===== config.mk =====
export PLATFORM = sky130hd
export DESIGN_NAME = sha512_digest_streamer_flat
export DESIGN_NICKNAME = d
export VERILOG_FILES = /design/src/rtl/sha512_digest_streamer_if.sv /design/src/rtl/sha512_digest_streamer.sv /design/src/flat_wrapper.sv
export SDC_FILE = /design/constraint.sdc
export NUM_CORES = 2
export LEC_CHECK = 0
export CAP_MARGIN = 20
export CORE_ASPECT_RATIO = 1.4
export CORE_MARGIN = 2
export CORE_UTILIZATION = 53
export CTS_BUF_LIST = sky130_fd_sc_hd__clkbuf_2 sky130_fd_sc_hd__clkbuf_4 sky130_fd_sc_hd__clkbuf_8
export DETAILED_ROUTE_END_ITERATION = 6
export HOLD_SLACK_MARGIN = 0.12
export PLACE_DENSITY_LB_ADDON = 0.25
export SYNTH_ARGS = -nofsm -noshare
export SYNTH_HDL_FRONTEND = slang
export SYNTH_SLANG_ARGS = --single-unit

===== constraint.sdc =====
create_clock -name clk -period 28.2 [get_ports clk]
set_input_delay 7.05 -clock clk [delete_from_list [all_inputs] [get_ports clk]]
set_output_delay 7.05 -clock clk [all_outputs]
set_load 0.01 [all_outputs]

===== src/rtl/sha512_digest_streamer_if.sv =====
`default_nettype none
// ============================================================================
// Module      : sha512_digest_streamer_if
// Description : Byte-stream bus (valid/ready) carrying digest frames, with
//               per-frame id and message length sidebands.
// Revision    : 1.0 - initial release
// ============================================================================
interface sha512_digest_streamer_if;
    logic        m_tvalid;
    logic        m_tready;
    logic        m_tlast;
    logic [31:0] m_tid;
    logic [60:0] m_tlen;
    logic [7:0]  m_tdata;

    modport master (
        output m_tvalid, m_tlast, m_tid, m_tlen, m_tdata,
        input  m_tready
    );

    modport slave (
        input  m_tvalid, m_tlast, m_tid, m_tlen, m_tdata,
        output m_tready
    );
endinterface
`default_nettype wire


===== src/rtl/sha512_digest_streamer.sv =====
`default_nettype none
// ============================================================================
// Module      : sha512_digest_streamer
// Description : Captures one-cycle sha512 results into a small FIFO and
//               re-emits each digest as a byte stream, either raw (64 bytes)
//               or lowercase ASCII hex (128 chars), MSB first.
// Revision    : 1.0 - initial release
// ============================================================================
module sha512_digest_streamer #(
    parameter int DEPTH = 2,
    parameter bit HEX   = 1'b0
) (
    input  wire          clk,
    input  wire          rst,
    input  wire          i_valid,
    input  wire  [31:0]  i_id,
    input  wire  [60:0]  i_len,
    input  wire  [511:0] i_sha,
    sha512_digest_streamer_if.master m_axis,
    output logic         overflow,
    output logic [15:0]  drop_cnt
);

    localparam int          c_AW      = $clog2(DEPTH);
    localparam int          c_EW      = 32 + 61 + 512;
    localparam logic [c_AW:0] c_PTR_ONE = {{c_AW{1'b0}}, 1'b1};
    localparam logic [6:0]  c_LAST    = HEX ? 7'd127 : 7'd63;

    localparam logic [0:0]  c_S_IDLE  = 1'b0;
    localparam logic [0:0]  c_S_SEND  = 1'b1;

    // FIFO storage and pointers; the extra MSB distinguishes full from empty
    logic [c_EW-1:0] r_mem [DEPTH];
    logic [c_AW:0]   r_wr_ptr;
    logic [c_AW:0]   r_rd_ptr;
    logic            w_empty;
    logic            w_full;
    logic            w_push;
    logic            w_pop;
    logic [c_EW-1:0] w_head;

    // Frame register
    logic [0:0]      r_state;
    logic [0:0]      w_state_nxt;
    logic [511:0]    r_sha;
    logic [31:0]     r_tid;
    logic [60:0]     r_tlen;
    logic [6:0]      r_cnt;
    logic            w_send;
    logic            w_hs;
    logic            w_last;
    logic            w_shift;
    logic [3:0]      w_nib;
    logic [7:0]      w_hex;
    logic [7:0]      w_sym;

    assign w_empty = (r_wr_ptr == r_rd_ptr);
    assign w_full  = (r_wr_ptr[c_AW] != r_rd_ptr[c_AW]) &&
                     (r_wr_ptr[c_AW-1:0] == r_rd_ptr[c_AW-1:0]);
    // A full FIFO still accepts a result if a slot frees in the same cycle
    assign w_push  = i_valid && (!w_full || w_pop);
    assign w_head  = r_mem[r_rd_ptr[c_AW-1:0]];

    assign w_send  = (r_state == c_S_SEND);
    assign w_hs    = w_send && m_axis.m_tready;
    assign w_last  = (r_cnt == c_LAST);
    // In hex mode a byte leaves the shifter only after its low-nibble char
    assign w_shift = HEX ? r_cnt[0] : 1'b1;

    assign w_nib   = r_cnt[0] ? r_sha[507:504] : r_sha[511:508];
    assign w_hex   = (w_nib < 4'd10) ? (8'h30 + {4'h0, w_nib})
                                     : (8'h57 + {4'h0, w_nib});
    assign w_sym   = HEX ? w_hex : r_sha[511:504];

    assign m_axis.m_tvalid = w_send;
    assign m_axis.m_tlast  = w_send && w_last;
    assign m_axis.m_tdata  = w_send ? w_sym : 8'h00;
    assign m_axis.m_tid    = r_tid;
    assign m_axis.m_tlen   = r_tlen;

    // Write accepted results into the FIFO (storage needs no reset)
    always_ff @(posedge clk) begin
        if (w_push) begin
            r_mem[r_wr_ptr[c_AW-1:0]] <= {i_id, i_len, i_sha};
        end
    end

    // Advance FIFO pointers on push and pop
    always_ff @(posedge clk or posedge rst) begin
        if (rst) begin
            r_wr_ptr <= '0;
            r_rd_ptr <= '0;
        end else begin
            if (w_push) r_wr_ptr <= r_wr_ptr + c_PTR_ONE;
            if (w_pop)  r_rd_ptr <= r_rd_ptr + c_PTR_ONE;
        end
    end

    // Track dropped results: sticky flag plus saturating counter
    always_ff @(posedge clk or posedge rst) begin
        if (rst) begin
            overflow <= 1'b0;
            drop_cnt <= 16'h0000;
        end else if (i_valid && !w_push) begin
            overflow <= 1'b1;
            if (drop_cnt != 16'hFFFF) drop_cnt <= drop_cnt + 16'd1;
        end
    end

    // FSM state register
    always_ff @(posedge clk or posedge rst) begin
        if (rst) r_state <= c_S_IDLE;
        else     r_state <= w_state_nxt;
    end

    // FSM next state and pop decision
    always_comb begin
        w_state_nxt = r_state;
        w_pop       = 1'b0;
        case (r_state)
            c_S_IDLE: begin
                if (!w_empty) begin
                    w_pop       = 1'b1;
                    w_state_nxt = c_S_SEND;
                end
            end
            c_S_SEND: begin
                if (w_hs && w_last) w_state_nxt = c_S_IDLE;
            end
            default: w_state_nxt = c_S_IDLE;
        endcase
    end

    // Load a popped result into the frame register and walk its symbols
    always_ff @(posedge clk or posedge rst) begin
        if (rst) begin
            r_sha  <= '0;
            r_tid  <= '0;
            r_tlen <= '0;
            r_cnt  <= '0;
        end else if (w_pop) begin
            r_tid  <= w_head[c_EW-1 -: 32];
            r_tlen <= w_head[511+61 -: 61];
            r_sha  <= w_head[511:0];
            r_cnt  <= '0;
        end else if (w_hs) begin
            r_cnt <= r_cnt + 7'd1;
            if (w_shift) r_sha <= {r_sha[503:0], 8'h00};
        end
    end

endmodule
`default_nettype wire


===== src/flat_wrapper.sv =====
// flat-port wrapper written by rule: the top's interface ports become plain ports
module sha512_digest_streamer_flat 
#(
    parameter int DEPTH = 2,
    parameter bit HEX   = 1'b0
)
  (clk, rst, i_valid, i_id, i_len, i_sha, overflow, drop_cnt, m_axis_m_tvalid, m_axis_m_tlast, m_axis_m_tid, m_axis_m_tlen, m_axis_m_tdata, m_axis_m_tready);
  sha512_digest_streamer_if m_axis_i ();
  input  wire clk;
  input  wire rst;
  input  wire i_valid;
  input  wire  [31:0] i_id;
  input  wire  [60:0] i_len;
  input  wire  [511:0] i_sha;
  output logic overflow;
  output logic [15:0] drop_cnt;
  output wire logic [$bits(m_axis_i.m_tvalid)-1:0] m_axis_m_tvalid;
  output wire logic [$bits(m_axis_i.m_tlast)-1:0] m_axis_m_tlast;
  output wire logic [$bits(m_axis_i.m_tid)-1:0] m_axis_m_tid;
  output wire logic [$bits(m_axis_i.m_tlen)-1:0] m_axis_m_tlen;
  output wire logic [$bits(m_axis_i.m_tdata)-1:0] m_axis_m_tdata;
  input wire logic [$bits(m_axis_i.m_tready)-1:0] m_axis_m_tready;
  assign m_axis_m_tvalid = m_axis_i.m_tvalid;
  assign m_axis_m_tlast = m_axis_i.m_tlast;
  assign m_axis_m_tid = m_axis_i.m_tid;
  assign m_axis_m_tlen = m_axis_i.m_tlen;
  assign m_axis_m_tdata = m_axis_i.m_tdata;
  assign m_axis_i.m_tready = m_axis_m_tready;
  sha512_digest_streamer #(.DEPTH(DEPTH), .HEX(HEX)) u_core (.clk(clk), .rst(rst), .i_valid(i_valid), .i_id(i_id), .i_len(i_len), .i_sha(i_sha), .m_axis(m_axis_i), .overflow(overflow), .drop_cnt(drop_cnt));
endmodule

==> summary.txt <==
Clock network
  • H-tree levels: 5
  • CTS tree: built
  • Post-CTS setup buffer count: 0
  • Clock Tree Root: clkbuf_8
  • Clk buf depth: 4
  • # hold bufs at CTS: 0
  • Resize count post-CTS: 0
  • TritonCTS Buffers: 285
  • Clock latency at the later pin of the worst-skew pair: 1010 ps
  • Clk sinks: 1844
  • CTS clk-pin slew, worst paths: 60 ps

Timing
  • Setup-failing EPs final: 0
  • Worst rel slew slack: 14.4%
  • RSZ-0062 raised after global routing: false
  • Final Max Slew Viols: 0
  • Clk_skew: 64.8 ps
  • Final Hold Viols: 0
  • Total negative slack: 0 ps
  • Min Tclk post-route: 11000 ps
  • Worst slew pin tran: 1280 ps
  • Fmax: 0.0909 GHz
  • Final period util: 39.0%

Place
  • Final Wtd Congestion: 0.841
  • Dpl cells: 6214
  • I/O Buffers: 728
  • DP HPWL: 105000 um

Critical path
  • Most frequent CP cell: buf_4
  • Startpoint Class: primary input
  • Worst Path Required: 29090 ps
  • Crit end category: register
  • Cell family with most CP delay: buffers and inverters
  • CP peak stage delay: 980 ps
  • Slowest cell on the critical path: buf_4
  • Max Fanout on Critical Path: 96
  • WP data arrival: 11890 ps
  • Crit Path Class: primary input to register
  • Worst path cell trace: clkdlybuf4s50_1 > and2_4 > nor2_4 > buf_4 > buf_4 > buf_4 > a221o_1
  • WP buf/inv: 4
  • Reg2reg setup slack: 22910 ps

Yosys
  • Yosys warning count: 0
  • Largest family of logic cells by synthesized area: multiplexers
  • Post-synthesis simple-gate area fraction: 4.07%
  • Flops & latches, synth: 1844
  • XOR/XNOR share of the synthesized area: 0.360%
  • Cells after Synth: 4052
  • Register area share after synthesis: 76.3%
  • Compound-cell area share of the yosys netlist: 8.27%
  • Post-synthesis instance area: 68400 um2
  • Synthesized area per cell: 16.9 um2
  • Synthesized-area fraction occupied by adder cells: 0.0366%
  • Synth Net Count: 4663
  • Multiplexer area fraction after synthesis: 8.77%
  • Synth cell types: 39

Floorplan
  • Core Area: 128000 um2
  • FP Rows: 155
  • Ports: 729
  • Die ar.: 132000 um2
  • Die H: 429 um
  • Initial Utilization: 53.5%
  • Die Wd: 308 um

Final layout
  • Nets@finish: 5468
  • FILL cells: 8891
  • Share of layout cells above drive strength 1: 10.8%
  • Finished Layout Cells: 6731
  • Most frequent cells in the layout: edfxtp_1, clkdlybuf4s50_1, dfrtp_1
  • P&R area growth vs syn: 20.9%
  • Commonest non-fill, non-tap cell in the layout: edfxtp_1

Route
  • Routed length per instance: 24.7 um
  • Antenna Nets Post-Route: 0
  • Drt total wl: 166000 um
  • Top Metal Used: met5
  • Met3 WL: 14700 um
  • WL met2: 80200 um
  • First-pass DRT Iterations: 5
  • DR vias/cell: 5.80
  • Post-route DRC violation count: 0
  • DR vias: 39000
  • Drt first-iter violations: 3536
  • Post-Route M1 WL: 65400 um

Pwr
  • Worst VDD drop: 0.0533 mV
  • Pleak: 30.3 nW
  • Pwr dens: 77.0 nW/um2

Run status
  • Run status: complete, no violations

Global routing
  • First-pass GRT wire length: 248000 um
  • Vias in the first global route: 40500
  • Largest net degree at the start of global routing: 241
  • Global route total overflow: 0
  • Total GRT Usage: 25.0%
  • Initial antenna violation count: 53

Run
  • Number of max-cap violations: 0

Hold path
  • Hold crit path type: register to register
metrics by stage:
step / hold slack [ps] / instance area, um2 / total power [mW] / worst slack, ps / util [%]
2_1_floorplan: 450 / 68400 / 4.15 / 3390 / -
3_3_place_gp: 452 / 76700 / 4.13 / 16330 / 60.0
3_5_place_dp: 455 / 76800 / 4.16 / 16300 / 60.1
4_1_cts: 473 / 82500 / 6.42 / 17370 / 64.6
5_1_grt: 482 / 82700 / 6.62 / 17000 / 64.7
6_report: 470 / 82700 / 6.37 / 17200 / 64.7
state kept, by name, summed over array words and instances (netlist names):
signal                  count
u_core.r_cnt                7
u_core.m_axis.m_tid        32
u_core.m_axis.m_tlen       61
u_core.r_mem             1210
u_core.overflow             1
u_core.m_axis.m_tvalid      1
u_core.r_wr_ptr             2
u_core.r_rd_ptr             2
u_core.drop_cnt            16
u_core.r_sha              512
cell families after synthesis:
group                      Yosys count
AOI/OAI and AO/OA                  618
xor gates and xnor gates            26
adders and majority gates            2
buffers and inverters              265
DFF                               1844
muxes                              599
and+or+nand+nor                    698
Yosys cell counts:
cell type	count	area (um2)
a211oi_1	1	7.51
a211oi_2	7	87.6
a21o_2	1	8.76
a21oi_1	1	5.00
a21oi_4	1	16.3
a221o_1	496	4960
a31oi_1	8	50.1
and2_1	10	62.6
and3_1	3	18.8
and4_1	1	8.76
buf_1	4	15.0
buf_2	59	295
buf_4	38	285
buf_6	35	394
clkbuf_1	128	480
dfrtp_1	634	15900
edfxtp_1	1210	36300
ha_1	2	25.0
inv_1	1	3.75
mux2_1	1	11.3
mux2i_1	598	5990
nand2_1	128	480
nand2b_1	1	6.26
nand3_1	15	75.1
nand4_1	5	31.3
nand4_2	1	12.5
nor2_1	505	1900
nor2_4	1	11.3
nor2b_1	8	50.1
nor3_1	7	35.0
nor3b_1	2	15.0
nor4_1	6	37.5
nor4b_1	3	26.3
o21ai_1	103	515
or2_2	1	6.26
or4_1	1	7.51
xnor2_1	4	35.0
xnor2_4	1	27.5
xor2_1	21	184
power by group:
| group | total (mW) | internal, mW | leakage (nW) | switching [mW] |
|---|---|---|---|---|
| combinational | 0.595 | 0.186 | 7.21 | 0.410 |
| sequential | 3.51 | 3.40 | 20.0 | 0.114 |
| clock | 2.26 | 1.25 | 3.08 | 1.00 |
metal layers:
| layer | global-route usage (%) | vias up |
|---|---|---|
| li1 | - | 17400 |
| met1 | 31.7 | 19700 |
| met2 | 39.6 | 1548 |
| met3 | 8.54 | 329 |
| met4 | 10.1 | 60 |
| met5 | 0 | - |
layout make-up:
| type | instances | area [um2] | area share, % |
|---|---|---|---|
| Clock buffer | 432 | 5300 | 6.41 |
| Antenna cell | 17 | 42.5 | 0.0515 |
| Inverter | 1 | 11.3 | 0.0136 |
| Sequential cell | 1844 | 52200 | 63.1 |
| Tap cell | 1648 | 2060 | 2.49 |
| Timing Repair Buffer | 782 | 7860 | 9.51 |
| Clock inverter | 64 | 475 | 0.575 |
| Multi-Input combinational cell | 1943 | 14700 | 17.8 |
worst reg2reg max path: cells and delay by family (launching register included):
family                    cells  cell delay (ps)
and+or+nand+nor               2              850
xor gates and xnor gates      1              270
DFF                           1              650
buffers and inverters         4             3130
final timing paths:
kind,from,end,cells after the start
max in group asynchronous,rst,u_core.r_sha[406],5
worst max-delay path,m_axis_m_tready,u_core.r_sha[268],7
worst min-delay path,u_core.overflow,u_core.overflow,1
min in group asynchronous,rst,u_core.m_axis.m_tlen[13],2
worst max register to register,u_core.r_rd_ptr[0],u_core.r_mem[1][408],7
worst min register to register,u_core.overflow,u_core.overflow,1
(Power assumes the default switching activity.)
